$ cat src/rtl/traffic_pkg.sv
// Shared definitions for the traffic-light controller and the LED output stage.
//
// Contents:
//   - state_e        : 3-bit FSM state encoding (MG1, MG2, MY, SG1, SG2, SY, WALK)
//   - SIG_*          : bit positions inside the 7-bit lamp vector
//   - PAT_*          : lamp patterns driven in each phase
//   - state_pattern  : state -> lamp pattern lookup
//   - pattern_legal  : true for the five lamp patterns that may ever be shown
//   - max_u          : constant helper for sizing counters
package traffic_pkg;

  localparam int unsigned SigW = 7;

  // Bit positions inside the lamp vector.
  localparam int unsigned SIG_R_M  = 0;
  localparam int unsigned SIG_Y_M  = 1;
  localparam int unsigned SIG_G_M  = 2;
  localparam int unsigned SIG_R_S  = 3;
  localparam int unsigned SIG_Y_S  = 4;
  localparam int unsigned SIG_G_S  = 5;
  localparam int unsigned SIG_WALK = 6;

  typedef enum logic [2:0] {
    StMg1  = 3'd0,
    StMg2  = 3'd1,
    StMy   = 3'd2,
    StSg1  = 3'd3,
    StSg2  = 3'd4,
    StSy   = 3'd5,
    StWalk = 3'd6
  } state_e;

  // Lamp patterns, written MSB (walk) first.
  localparam logic [SigW-1:0] PAT_MG   = 7'b0001100;  // g_m, r_s
  localparam logic [SigW-1:0] PAT_MY   = 7'b0001010;  // y_m, r_s
  localparam logic [SigW-1:0] PAT_SG   = 7'b0100001;  // r_m, g_s
  localparam logic [SigW-1:0] PAT_SY   = 7'b0010001;  // r_m, y_s
  localparam logic [SigW-1:0] PAT_WALK = 7'b1001001;  // r_m, r_s, walk

  function automatic logic [SigW-1:0] state_pattern(input state_e s);
    logic [SigW-1:0] p;
    unique case (s)
      StMg1, StMg2: p = PAT_MG;
      StMy:         p = PAT_MY;
      StSg1, StSg2: p = PAT_SG;
      StSy:         p = PAT_SY;
      StWalk:       p = PAT_WALK;
      // Unused code maps to the reset pattern; the FSM leaves it on the next edge.
      default:      p = PAT_MG;
    endcase
    return p;
  endfunction

  function automatic logic pattern_legal(input logic [SigW-1:0] p);
    return (p == PAT_MG) || (p == PAT_MY) || (p == PAT_SG) ||
           (p == PAT_SY) || (p == PAT_WALK);
  endfunction

  function automatic int unsigned max_u(input int unsigned a, input int unsigned b);
    return (a > b) ? a : b;
  endfunction

endpackage

$ cat src/rtl/tick_prescaler.sv
// Free-running clock divider producing the timing tick.
//
// Parameters:
//   TICK_DIV : clocks per tick (>= 2)
// Ports:
//   clk   : clock
//   rst_n : asynchronous active-low reset, counter returns to 0
//   tick  : one-cycle pulse on every TICK_DIV-th clock; the first pulse is
//           consumed by the TICK_DIV-th rising edge after reset release
module tick_prescaler #(
  parameter int unsigned TICK_DIV = 50_000_000
) (
  input  logic clk,
  input  logic rst_n,
  output logic tick
);

  localparam int unsigned CntW = $clog2(TICK_DIV);
  localparam logic [CntW-1:0] CntMax = CntW'(TICK_DIV - 1);

  logic [CntW-1:0] cnt_q, cnt_d;

  always_comb begin
    cnt_d = cnt_q + CntW'(1);
    if (cnt_q == CntMax) begin
      cnt_d = '0;
    end
  end

  always_ff @(posedge clk or negedge rst_n) begin
    if (!rst_n) begin
      cnt_q <= '0;
    end else begin
      cnt_q <= cnt_d;
    end
  end

  // Decoded straight from the register, so the pulse is glitch-free and
  // depends on no input.
  assign tick = (cnt_q == CntMax);

endmodule

$ cat src/rtl/traffic_controller.sv
// Timed traffic-light sequencer for a main/side street crossing with a
// pedestrian phase.
//
// Parameters:
//   TICK_DIV : clocks per timing tick (>= 2)
//   T_BASE   : main/side base green length in ticks
//   T_EXT    : side-green extension in ticks
//   T_YEL    : yellow length in ticks
//   T_WALK   : all-red walk phase length in ticks
// Ports:
//   clk      : clock, all state changes on the rising edge
//   rst_n    : asynchronous active-low reset
//   sensor   : side-street car present (synchronous level)
//   walk_req : pedestrian button (synchronous pulse or level)
//   signal   : registered lamp vector {walk, g_s, y_s, r_s, g_m, y_m, r_m}
//   state_o  : current state code, debug only
module traffic_controller
  import traffic_pkg::*;
#(
  parameter int unsigned TICK_DIV = 50_000_000,
  parameter int unsigned T_BASE   = 6,
  parameter int unsigned T_EXT    = 3,
  parameter int unsigned T_YEL    = 2,
  parameter int unsigned T_WALK   = 4
) (
  input  logic            clk,
  input  logic            rst_n,
  input  logic            sensor,
  input  logic            walk_req,
  output logic [SigW-1:0] signal,
  output logic [2:0]      state_o
);

  localparam int unsigned TMax = max_u(max_u(T_BASE, T_EXT), max_u(T_YEL, T_WALK));
  localparam int unsigned TmrW = $clog2(TMax + 1);

  state_e          state_q, state_d;
  logic [TmrW-1:0] timer_q, timer_d;
  logic            walk_pend_q, walk_pend_d;
  logic [SigW-1:0] signal_q, signal_d;

  logic            tick;
  logic [TmrW-1:0] dur_m1;
  logic            state_done;

  tick_prescaler #(
    .TICK_DIV (TICK_DIV)
  ) u_tick_prescaler (
    .clk   (clk),
    .rst_n (rst_n),
    .tick  (tick)
  );

  // Last tick-count value of the current state (duration - 1).
  always_comb begin
    dur_m1 = TmrW'(T_BASE - 1);
    unique case (state_q)
      StMy, StSy: dur_m1 = TmrW'(T_YEL - 1);
      StSg2:      dur_m1 = TmrW'(T_EXT - 1);
      StWalk:     dur_m1 = TmrW'(T_WALK - 1);
      default:    dur_m1 = TmrW'(T_BASE - 1);
    endcase
  end

  assign state_done = tick && (timer_q == dur_m1);

  always_comb begin
    state_d     = state_q;
    timer_d     = timer_q;
    walk_pend_d = walk_pend_q;

    if (tick) begin
      timer_d = timer_q + TmrW'(1);
    end

    unique case (state_q)
      StMg1: begin
        // Sensor only matters on the terminating tick; a busy side street
        // cuts the main green short.
        if (state_done) state_d = sensor ? StMy : StMg2;
      end
      StMg2: begin
        if (state_done) state_d = StMy;
      end
      StMy: begin
        if (state_done) state_d = StSg1;
      end
      StSg1: begin
        if (state_done) state_d = sensor ? StSg2 : StSy;
      end
      StSg2: begin
        if (state_done) state_d = StSy;
      end
      StSy: begin
        // A press landing on the terminating edge counts even though it
        // never reaches the latch.
        if (state_done) state_d = (walk_pend_q || walk_req) ? StWalk : StMg1;
      end
      StWalk: begin
        if (state_done) state_d = StMg1;
      end
      default: begin
        state_d = StMg1;
      end
    endcase

    // No state transitions to itself, so any change is a state entry.
    if (state_d != state_q) begin
      timer_d = '0;
    end

    if ((state_d == StWalk) && (state_q != StWalk)) begin
      walk_pend_d = 1'b0;
    end else if (walk_req && (state_q != StWalk)) begin
      walk_pend_d = 1'b1;
    end

    // Lamps follow the next state so they change on the same edge as state_q.
    signal_d = state_pattern(state_d);
  end

  always_ff @(posedge clk or negedge rst_n) begin
    if (!rst_n) begin
      state_q     <= StMg1;
      timer_q     <= '0;
      walk_pend_q <= 1'b0;
      signal_q    <= PAT_MG;
    end else begin
      state_q     <= state_d;
      timer_q     <= timer_d;
      walk_pend_q <= walk_pend_d;
      signal_q    <= signal_d;
    end
  end

  assign signal  = signal_q;
  assign state_o = state_q;

endmodule
$ cat config.mk
export PLATFORM = sky130hd
export DESIGN_NAME = traffic_controller
export DESIGN_NICKNAME = d
export VERILOG_FILES = /design/src/rtl/traffic_pkg.sv /design/src/rtl/tick_prescaler.sv /design/src/rtl/traffic_controller.sv
export SDC_FILE = /design/constraint.sdc
export NUM_CORES = 1
export LEC_CHECK = 0
export CAP_MARGIN = 0
export CORE_MARGIN = 5
export CORE_UTILIZATION = 30
export CTS_CLUSTER_DIAMETER = 100
export CTS_CLUSTER_SIZE = 8
export DETAILED_ROUTE_END_ITERATION = 6
export GPL_TIMING_DRIVEN = 0
export HOLD_SLACK_MARGIN = 0.02
export PLACE_DENSITY = 0.43
export SYNTH_ARGS = -nofsm -noshare
export SYNTH_HDL_FRONTEND = slang
export SYNTH_SLANG_ARGS = --single-unit
$ cat constraint.sdc
create_clock -name clk -period 2.5 [get_ports clk]
set_input_delay 0.5 -clock clk [delete_from_list [all_inputs] [get_ports clk]]
set_output_delay 0.5 -clock clk [all_outputs]
set_load 0.01 [all_outputs]
### Word level (Yosys, flattened, before mapping)

Index checks and enable logic that the tools add are counted.

| word-level totals | value |
|---|---|
| latch bits | 0 |
| memory bits (writable) | 0 |
| bits in read-only memories | 0 |
| logic and storage cells | 49 |
| input port bits | 4 |
| memories | 0 |
| register bits after elaboration | 40 |
| output and inout bits | 10 |

| operators by class | value |
|---|---|
| shift-type cells | 0 |
| divide/modulo/power cells | 0 |
| multiply operators | 0 |
| $add $sub $neg | 2 |
| equal/unequal tests | 15 |
| muxes and demuxes | 18 |
| bitwise logic cells | 0 |
| magnitude comparators | 0 |
| reduce and logical (&&, ||, !) cells | 9 |

Operators by type and width:

| kind | number |
|---|---|
| $mux W3 | 10 |
| $pmux W7 S4 | 1 |
| $add A26 B1 Y26 const B | 1 |
| $eq A26 B26 Y1 const B | 1 |
| $mux W26 | 1 |
| $pmux W3 S7 | 1 |
| $eq A3 B3 Y1 const B | 6 |
| $eq A3 B2 Y1 const B | 4 |
| $pmux W3 S3 | 1 |
| $reduce_bool A2 Y1 | 2 |
| $reduce_or A2 Y1 | 2 |
| $add A3 B1 Y3 const B | 1 |
| $eq A3 B1 Y1 const B | 1 |
| $eq A3 B3 Y1 | 1 |
| $logic_and A1 B1 Y1 | 3 |
| $logic_not A3 Y1 | 1 |
| $mux W1 | 3 |
| $ne A3 B3 Y1 | 1 |
| $ne A3 B3 Y1 const B | 1 |
| $mux W2 | 1 |
| $logic_or A1 B1 Y1 | 1 |

### Depth between registers and ports, before layout

Gate-level depths: netlist of the first run.

| logic depth | value |
|---|---|
| depth after elaboration | 10 |
| gate-level depth with buffers | 8 |
| gate-level depth less buffers | 7 |

### Cells and area by module

A second synthesis of the first run with hierarchy kept.

| unflattened totals | value |
|---|---|
| cells, all modules | 209 |
| area, all modules | 2124.5 µm² |

Modules (own cells, without submodules):

| module | cells each | instances | seq. area each (µm²) | area each (µm²) |
|---|---|---|---|---|
| tick_prescaler | 134 | 1 | 650.6 | 1337.5 |
| traffic_controller | 75 | 1 | 352.8 | 787.0 |

### Least setup slack after synthesis of the first run

No wires, ideal clock.

| path | value |
|---|---|
| kind | flip-flop to flip-flop |
| start | register state_q[2], in the netlist state_o[2] |
| end | register signal_q[0], in the netlist signal[0] |
| required time | 2.374 ns |
| arrival | 1.983 ns |
| setup time | 0.126 ns |
| cell stages (with the launch flop) | 9 |
| clock period less this slack | 2.109 ns |
| path slack | 0.391 ns |
| cell sequence | dfrtp_1 buf_6 nor4b_1 o311ai_1 a311o_1 buf_6 o31a_1 a22oi_1 o21bai_1 |

| on the way | value |
|---|---|
| longest elaborated chain between the ends | 10 |
| elaborated cells between the ends (all ways) | 26 |

RTL lines:

| item | RTL line | RTL |
|---|---|---|
| start, declared | traffic_controller.sv:37 | `state_e state_q, state_d;` |
| start signal, assigned | traffic_controller.sv:124 | `state_q <= StMg1;` |
| start signal, assigned | traffic_controller.sv:129 | `state_q <= state_d;` |
| $eq A3 B3 Y1 / $eq A3 B2 Y1 (equally long branches) | traffic_controller.sv:57, traffic_controller.sv:76 |  |
| $reduce_or A2 Y1 | traffic_controller.sv:57 | `unique case (state_q)` |
| $pmux W3 S3 | traffic_controller.sv:57 |  |
| $eq A3 B3 Y1 | traffic_controller.sv:65 | `assign state_done = tick && (timer_q == dur_m1);` |
| $logic_and A1 B1 Y1 | traffic_controller.sv:65 |  |
| $mux W3 (tied with other cells) | traffic_controller.sv:100 | `if (state_done) state_d = StMg1;` |
| $pmux W3 S7 (*) | traffic_controller.sv:76 | `unique case (state_q)` |
| $eq A3 B2 Y1 / $eq A3 B3 Y1 (equally long branches) | traffic_pkg.sv:42 | `unique case (s)` |
| $reduce_or A2 Y1 | traffic_pkg.sv:42 |  |
| $pmux W7 S4 (*) | traffic_pkg.sv:42 |  |
| net signal_d[0] | traffic_controller.sv:40 | `logic [SigW-1:0] signal_q, signal_d;` |
| end signal, assigned | traffic_controller.sv:132 | `signal_q <= signal_d;` |
| end, declared | traffic_controller.sv:40 |  |

Mark *: on every way through the listed nets, which the timed path passes. The rest lies on a longest branch.
A chain may end at the register's enable or synchronous reset.

### Worst setup path in the final report of the first run

| path | value |
|---|---|
| start | register state_q[0], in the netlist state_o[0] |
| end | register signal_q[0], in the netlist signal[0] |

Same word-level chain as after synthesis.

==> impl_metrics.env, run 1 <==
export IMPL_outcome="complete, no violations"
export IMPL_min_period_ns=2.34
export IMPL_die_y_um=92.2
export IMPL_numCtsBuffers=5
export IMPL_maxCapViolCount=0
export IMPL_grt_pass1_wl_um=7390
export IMPL_drive_gt1_share_pct=11.1
export IMPL_hp_class="in -> async"
export IMPL_fmax_mhz=428
export IMPL_grt_overflow=0
export IMPL_routed_via_density=4.90
export IMPL_wl_um=4190
export IMPL_yosysTopAreaCell="dfrtp_1"
export IMPL_core_area_um2=6680
export IMPL_yosys_area_share_adder_pct=1.23
export IMPL_synth_xor_area_share_pct=10.4
export IMPL_worst_pin_slew_ns=0.655
export IMPL_hold_viol=0
export IMPL_fp_dieArea_um2=8500
export IMPL_finalSetupViolCount=0
export IMPL_ant_nets=0
export IMPL_synth_seq_cells=40
export IMPL_synth_area_mux_share_pct=2.72
export IMPL_cts_tree="done"
export IMPL_avgSynthCellArea_um2=10.4
export IMPL_synth_nets=201
export IMPL_root_buffer="clkbuf_8"
export IMPL_cts_setup_buffers=0
export IMPL_clockBufferDepth=2
export IMPL_powerDensity_nw_per_um2=463
export IMPL_synthesis_area_um2=2030
export IMPL_grt_pass1_vias=1529
export IMPL_synth_top_cells_by_area="dfrtp_1 47%, xor2_1 6.9%, nor2_1 4.8%"
export IMPL_synth_cells=195
export IMPL_die_width_um=92.2
export IMPL_cts_htree_levels=2
export IMPL_synthArstFlopShare_pct=100
export IMPL_dr_pass1_iters=4
export IMPL_min_period_over_period_pct=93.4
export IMPL_synth_flop_cell="dfrtp_1"
export IMPL_area_growth_synth_to_final_pct=17.1
export IMPL_cp_data_required_time_ns=2.68
export IMPL_grt_max_degree=22
export IMPL_insertion_delay_ns=0.30
export IMPL_grt_usage_pct=11.0
export IMPL_antenna_cells=0
export IMPL_synth_compound_area_share_pct=6.17
export IMPL_port_buffers=13
export IMPL_ir_worst_vdd_uv=144
export IMPL_antenna_found_initial=0
export IMPL_slew_viol_final=0
export IMPL_start_util_pct=30.3
export IMPL_final_area_um2=2370
export IMPL_fin_cells=297
export IMPL_cts_sinks=40
export IMPL_io_pins=14
export IMPL_synth_top_family_by_area="simple AND/OR/NAND/NOR gates"
export IMPL_drc_errors=0
export IMPL_dpl_cell_area_um2=2280
export IMPL_synth_commonest_cells="38 x dfrtp_1, 26 x nor2_1, 16 x xor2_1"
export IMPL_yosysSeqAreaShare_pct=49.5
export IMPL_fin_worst_skew_ns=0.0108
export IMPL_fin_nets=222
export IMPL_cts_resized=0
export IMPL_yosysMostFrequentCell="dfrtp_1"
export IMPL_synth_simple_area_share_pct=26.5
export IMPL_path_class="reg -> reg"
export IMPL_clk_pin_slew_ns=0.08
export IMPL_rows=30
export IMPL_cp_data_arrival_time_ns=2.52
export IMPL_synthDistinctLibCells=44
export IMPL_ctsHoldBuffers=0
export IMPL_p_leak_nw=1.01
export IMPL_via_count=1455
export IMPL_rsz0062_at_grt="false"
export IMPL_gp_congestion=0.702
export IMPL_dp_cells=289
export IMPL_cp_end_kind="flip-flop"
export IMPL_synth_edf_count=0
export IMPL_path_max_fanout=10
export IMPL_routedWlPerCell_um=14.1
export IMPL_yosysTopAreaCellShare_pct=46.9
export IMPL_p_total_mw=1.10
export IMPL_relSlewSlack_pct=56.0
export IMPL_hpwl_um=2970
export IMPL_startpoint_type="flip-flop"
export IMPL_drtIter0Drc=69
export IMPL_yosys_warnings=0
==> placed cells by master (no fill, tap or decap), drive strengths merged, types with 2 or more instances in the layout <==
cell type,count
or2,2
nor4,4
dfrtp,38
nor3,5
nand2,11
nor2b,2
o21ai,3
nor2,26
xor2,16
and2,5
a21oi,8
clkbuf,7
nand4,8
nand2b,2
nor4b,3
and4,3
dfstp,2
nand3,14
nor4bb,3
buf,6
ha,2
mux2i,3
inv,6
clkdlybuf4s50,12
o21bai,2
and3,2
xnor2,8
==> cells by family after synthesis <==
family	after synthesis
buffers and inverters	11
and+or+nand+nor	95
xor gates and xnor gates	24
AOI/OAI and AO/OA	20
DFF	40
adders and majority gates	2
muxes	3
==> layer usage <==
layer  up-vias  track usage [%]  part of all wire, %  routed length [um]
met3         9             3.04                  3.0                 124
li1        726                -                    -                   -
met2        21             16.7                   44                1860
met1       699             14.9                   50                2110
met4         0             4.46                  2.1                  87
met5         -                0                    0                   0
==> final cells by class <==
cell class | count | area, um^2
plain buffers | 5 | 48.8
well taps | 80 | 100
inverters | 6 | 22.5
flip-flops and latches | 40 | 1000
clock buffers | 6 | 72.6
clock inverters | 2 | 12.5
multi-input cells | 144 | 961
fillers | 694 | 4310
repair buffers | 14 | 153
==> metrics by stage <==
| stage | hold WS [ns] | setup WS (ns) | TNS [ns] | util (%) |
|---|---|---|---|---|
| floorplan | 0.204 | 0.391 | 0 | - |
| global placement | 0.460 | -0.277 | -10.42 | 33.8 |
| detailed placement | 0.457 | 0.159 | 0 | 34.1 |
| CTS | 0.176 | 0.146 | 0 | 35.4 |
| global route | 0.199 | 0.0101 | 0 | 35.5 |
| finish | 0.161 | 0.164 | 0 | 35.5 |
==> worst max-delay path: stages (launching register included) <==
cell,delay [ns]
dfrtp_1,0.42
buf_6,0.16
nor4b_1,0.33
nand3_1,0.15
a311o_1,0.34
buf_6,0.15
o31a_1,0.31
a22oi_1,0.25
o21bai_1,0.11
==> registers in the layout, summed over array words and instances (netlist names) <==
register	cells
signal	7
state_o	3
timer_q	3
u_tick_prescaler.cnt_q	26
walk_pend_q	1
==> power by group <==
group	internal, mW	total, mW	switching [mW]
clock	0.195	0.429	0.233
sequential	0.647	0.647	0.0000000000830
combinational	0.00824	0.0235	0.0152
total	0.850	1.10	0.249
==> worst paths after layout <==
check	start	end	slack [ns]	depth (start not counted)
worst max-delay path	state_o[0]$_DFF_PN0_	signal[0]$_DFF_PN0_	0.16	8
worst min-delay path	rst_n	u_tick_prescaler.cnt_q[0]$_DFF_PN0_	0.16	1
worst max register to register	state_o[0]$_DFF_PN0_	signal[0]$_DFF_PN0_	0.16	8
worst min register to register	u_tick_prescaler.cnt_q[4]$_DFF_PN0_	u_tick_prescaler.cnt_q[4]$_DFF_PN0_	0.47	1
max in group asynchronous	rst_n	signal[3]$_DFF_PN1_	1.77	2
min in group clk	u_tick_prescaler.cnt_q[4]$_DFF_PN0_	u_tick_prescaler.cnt_q[4]$_DFF_PN0_	0.47	1
Power figures use the tool's default switching activity.
==> inputs of run 2 (changes only) <==
Settings changed: CORE_UTILIZATION 30 to 40, PLACE_DENSITY 0.43 to 0.55.
==> run 2 against run 1 <==
Compared with the run above:
- worst setup slack improved by 0.034 ns
- final cell count decreased by 3.7%
- critical path type unchanged
- maximum frequency increased by 1.5%
- highest routed layer unchanged
==> impl_metrics.env, run 2 (synthesis gave the netlist of run 1 again) <==
export IMPL_outcome="complete, no violations"
export IMPL_maxCapViolCount=0
export IMPL_grt_overflow=0
export IMPL_antenna_cells=0
export IMPL_fin_worst_skew_ns=0.00354
export IMPL_cts_htree_levels=2
export IMPL_rsz0062_at_grt="false"
export IMPL_startpoint_type="flip-flop"
export IMPL_hold_viol=0
export IMPL_fp_dieArea_um2=6590
export IMPL_port_buffers=13
export IMPL_fin_cells=286
export IMPL_finalSetupViolCount=0
export IMPL_insertion_delay_ns=0.29
export IMPL_rows=26
export IMPL_dpl_cell_area_um2=2240
export IMPL_ctsHoldBuffers=0
export IMPL_die_y_um=81.2
export IMPL_core_area_um2=5010
export IMPL_routedWlPerCell_um=14.0
export IMPL_drtIter0Drc=96
export IMPL_gp_congestion=0.756
export IMPL_drive_gt1_share_pct=11.1
export IMPL_regMostFlops="u_tick_prescaler.cnt_q"
export IMPL_layout_setup_ws_ns=0.198
export IMPL_pre_cts_slack_ns=0.170
export IMPL_routed_via_density=5.10
export IMPL_grt_pass1_vias=1492
export IMPL_num_fill_cells=488
export IMPL_wl_um=4010
export IMPL_path_class="reg -> reg"
export IMPL_ir_worst_vdd_uv=361
export IMPL_root_buffer="clkbuf_8"
export IMPL_min_period_over_period_pct=92.1
export IMPL_drc_errors=0
export IMPL_dp_cells=278
export IMPL_cts_setup_buffers=0
export IMPL_dr_pass1_iters=4
export IMPL_cts_sinks=40
export IMPL_antenna_found_initial=0
export IMPL_largest_reg_flops=26
export IMPL_start_util_pct=40.5
export IMPL_cp_end_kind="flip-flop"
export IMPL_final_cell_mix="38 x dfrtp_1, 25 x nor2_1, 16 x xor2_1"
export IMPL_hpwl_um=2840
export IMPL_ant_nets=0
export IMPL_register_area_um2=1000
export IMPL_grt_pass1_wl_um=7070
export IMPL_relSlewSlack_pct=40.2
export IMPL_powerDensity_nw_per_um2=510
export IMPL_final_area_um2=2360
export IMPL_io_pins=14
export IMPL_slew_viol_final=0
export IMPL_fin_nets=221
export IMPL_p_leak_nw=1.01
export IMPL_clk_pin_slew_ns=0.08
export IMPL_numCtsBuffers=5
export IMPL_path_max_fanout=10
export IMPL_via_count=1459
export IMPL_min_period_ns=2.30
export IMPL_final_common_cell="dfrtp_1"
export IMPL_area_growth_synth_to_final_pct=16.7
export IMPL_final_util_pct=47.2
export IMPL_grt_max_degree=41
export IMPL_fmax_mhz=434
export IMPL_die_width_um=81.2
export IMPL_cp_data_required_time_ns=2.67
export IMPL_worst_pin_slew_ns=0.897
export IMPL_grt_usage_pct=14.0
export IMPL_clockBufferDepth=2
export IMPL_cp_data_arrival_time_ns=2.47
export IMPL_multiInputGateArea_um2=961
export IMPL_hp_class="in -> async"
export IMPL_cts_tree="done"
run 2: report_power, final:
| part | internal, mW | switching, mW | total (mW) |
|---|---|---|---|
| logic | 0.00392 | 0.0142 | 0.0181 |
| registers | 0.646 | 0.0000000000876 | 0.646 |
| clock network | 0.301 | 0.240 | 0.541 |
| total | 0.951 | 0.254 | 1.21 |
run 2: stage by stage:
stage	hold slack, ns	power (mW)	TNS [ns]
global placement	0.454	0.679	-1.72
floorplan	0.204	0.661	0
finish	0.337	1.21	0
CTS	0.366	1.22	0
global route	0.423	1.25	0
detailed placement	0.463	0.679	0
run 2: path summary, 6_finish.rpt:
path | start | endpoint | slack [ns] | cells after the start
min | rst_n | state_o[2]$_DFF_PN0_ | 0.34 | 1
max reg2reg | state_o[2]$_DFF_PN0_ | signal[0]$_DFF_PN0_ | 0.20 | 8
max in group asynchronous | rst_n | u_tick_prescaler.cnt_q[3]$_DFF_PN0_ | 1.61 | 1
min in group clk | u_tick_prescaler.cnt_q[4]$_DFF_PN0_ | u_tick_prescaler.cnt_q[4]$_DFF_PN0_ | 0.48 | 1
max | state_o[2]$_DFF_PN0_ | signal[0]$_DFF_PN0_ | 0.20 | 8
min reg2reg | u_tick_prescaler.cnt_q[4]$_DFF_PN0_ | u_tick_prescaler.cnt_q[4]$_DFF_PN0_ | 0.48 | 1
run 2: routing by layer:
layer	global-route usage (%)	share of wire, %
met1	18.6	48
met2	22.2	48
met3	3.22	3.0
met4	4.90	1.4
met5	0	0
run 2: area by class of cell:
class | count | area share (%)
Tap cell | 70 | 3.70
Buffer | 5 | 2.06
Sequential cell | 40 | 42.4
Multi-Input combinational cell | 144 | 40.6
Inverter | 6 | 0.952
Clock buffer | 5 | 2.91
Clock inverter | 3 | 2.01
Timing Repair Buffer | 13 | 5.29
run 2: worst max-delay path, cell delays in order (launching register included):
cell      delay [ns]
dfrtp_1         0.42
buf_6           0.15
nor4b_1         0.30
o311ai_1        0.17
a311o_1         0.30
buf_6           0.15
o31a_1          0.30
a22oi_1         0.28
o21bai_1        0.12
run 2: what timing repair did:
item,in CTS,in global routing
gates resized for setup,0,3
endpoints found under the setup margin,0,2
hold endpoints to repair,0,0
==> inputs of run 3 (changes only) <==
Settings changed: MAX_ROUTING_LAYER set to met4.
==> run 3 against run 2 <==
Compared with the run above:
- clock skew about the same
- largest cell class unchanged
- sequential power about the same
- critical path type unchanged
- first-iteration DRC count increased by 14%
==> impl_metrics.env, run 3 (synthesis gave the netlist of run 1 again) <==
export IMPL_io_pins=14
export IMPL_hpwl_um=2840
export IMPL_pwr_share_comb_pct=1.5
export IMPL_grt_max_degree=41
export IMPL_num_fill_cells=488
export IMPL_ff2ff_path_depth=8
export IMPL_cp_data_required_time_ns=2.67
export IMPL_rows=26
export IMPL_port_buffers=13
export IMPL_clk_pin_slew_ns=0.08
export IMPL_fmax_mhz=434
export IMPL_core_area_um2=5010
export IMPL_drtIter0Drc=109
export IMPL_fin_setup_tns_ns=0
export IMPL_clockBufferDepth=2
export IMPL_final_util_pct=47.2
export IMPL_insertion_delay_ns=0.29
export IMPL_ant_nets=0
export IMPL_dr_pass1_iters=4
export IMPL_area_growth_synth_to_final_pct=16.7
export IMPL_die_width_um=81.2
export IMPL_hold_viol=0
export IMPL_wl_um=4010
export IMPL_fp_dieArea_um2=6590
export IMPL_cts_sinks=40
export IMPL_path_max_fanout=10
export IMPL_min_period_ns=2.30
export IMPL_cp_slowest_cell="dfrtp_1"
export IMPL_gp_congestion=0.766
export IMPL_critical_path_startpoint="state_o[2]$_DFF_PN0_"
export IMPL_ctsHoldBuffers=0
export IMPL_cp_num_buf_inv=2
export IMPL_crit_path_frequent_cell="buf_6"
export IMPL_largest_reg_flops=26
export IMPL_final_cell_mix="38 x dfrtp_1, 25 x nor2_1, 16 x xor2_1"
export IMPL_relSlewSlack_pct=40.2
export IMPL_grt_pass1_wl_um=7070
export IMPL_numCtsBuffers=5
export IMPL_cts_htree_levels=2
export IMPL_fin_worst_skew_ns=0.00371
export IMPL_path_cells="buf_6 > nor4b_1 > o311ai_1 > a311o_1 > buf_6 > o31a_1 > a22oi_1 > o21bai_1"
export IMPL_p_sw_mw=0.252
export IMPL_via_count=1458
export IMPL_r2r_start="state_o[2]$_DFF_PN0_"
export IMPL_ir_worst_vdd_uv=361
export IMPL_drc_errors=0
export IMPL_cts_setup_buffers=0
export IMPL_internal_power_mw=0.951
export IMPL_cts_tree="done"
export IMPL_fin_nets=221
export IMPL_rsz0062_at_grt="false"
export IMPL_grt_usage_pct=14.4
export IMPL_grt_overflow=0
export IMPL_regMostFlops="u_tick_prescaler.cnt_q"
export IMPL_antenna_found_initial=0
export IMPL_r2r_end="signal[0]$_DFF_PN0_"
export IMPL_start_util_pct=40.5
export IMPL_maxCapViolCount=0
export IMPL_path_delay_family="compound AO/OA/AOI/OAI gates"
export IMPL_hp_class="in -> async"
export IMPL_slew_viol_final=0
export IMPL_startpoint_type="flip-flop"
export IMPL_routedWlPerCell_um=14.0
export IMPL_drive_gt1_share_pct=11.1
export IMPL_routed_via_density=5.10
export IMPL_cp_data_arrival_time_ns=2.48
export IMPL_cp_slowest_stage_delay_ns=0.42
export IMPL_p_leak_nw=1.01
export IMPL_grt_pass1_vias=1492
export IMPL_min_period_over_period_pct=92.2
export IMPL_reg2reg_slack_ns=0.20
export IMPL_finalSetupViolCount=0
export IMPL_path_class="reg -> reg"
export IMPL_cp_end_kind="flip-flop"
export IMPL_final_common_cell="dfrtp_1"
export IMPL_dpl_cell_area_um2=2240
export IMPL_powerDensity_nw_per_um2=509
export IMPL_die_y_um=81.2
export IMPL_holdWs_ns=0.335
export IMPL_root_buffer="clkbuf_8"
export IMPL_antenna_cells=0
export IMPL_swShare_pct=20.9
export IMPL_outcome="complete, no violations"
export IMPL_clkPwrFrac_pct=44.8
export IMPL_p_seq_share_pct=53.7
export IMPL_final_area_um2=2360
export IMPL_worst_pin_slew_ns=0.897
## run 3: cell counts in the layout (fill, tap and decap cells not counted)
No cell type changed its count.
## run 3: routing by layer
layer  vias to the layer above  global-route usage, %  part of all wire [%]
li1                        726                      -                     -
met1                       706                   18.7                    49
met2                        20                   22.4                    48
met3                         6                   2.88                   2.4
met4                         0                   4.90                   1.4
met5                         -                      -                     0
## run 3: area by class of cell
class / instances / area [um^2] / area share, %
clock buffers: 5 / 68.8 / 2.91
multi-input cells: 144 / 961 / 40.6
clock inverters: 3 / 47.5 / 2.01
inverters: 6 / 22.5 / 0.952
flip-flops and latches: 40 / 1000 / 42.4
repair buffers: 13 / 125 / 5.29
well taps: 70 / 87.6 / 3.70
plain buffers: 5 / 48.8 / 2.06
## run 3: stage by stage
stage               setup slack, ns  instances  power (mW)
finish                        0.196        286        1.20
global route                0.00707        286        1.25
CTS                           0.151        286        1.22
floorplan                     0.391        195       0.661
detailed placement            0.170        278       0.679
global placement            -0.0472        278       0.679
## run 3: how the worst max path moves through the flow
stage | endpoint | depth (start not counted)
6_report | signal[0]$_DFF_PN0_ | 8
5_1_grt | signal[0]$_DFF_PN0_ | 8
4_1_cts | signal[0]$_DFF_PN0_ | 7
3_5_place_dp | signal[0]$_DFF_PN0_ | 7
3_3_place_gp | u_tick_prescaler.cnt_q[23]$_DFF_PN0_ | 1
2_1_floorplan | signal[0]$_DFF_PN0_ | 8
## run 3: what timing repair did
item,in CTS,in global routing
endpoints found under the setup margin,0,2
gates resized for setup,0,3
hold endpoints to repair,0,0
## run 3: power by group through the flow
stage	combinational, mW	clock (mW)	sequential (mW)
floorplan	0.00128	0	0.659
global placement	0.0194	0	0.659
detailed placement	0.0193	0	0.659
CTS	0.0195	0.556	0.646
global route	0.0219	0.583	0.647
finish	0.0181	0.538	0.646
## run 3: worst register-to-register path, delay by kind of cell (launching register included)
family / cells / cell delay (ns)
buffers and inverters: 2 / 0.30
AOI/OAI and AO/OA: 5 / 1.17
and+or+nand+nor: 1 / 0.30
DFF: 1 / 0.42
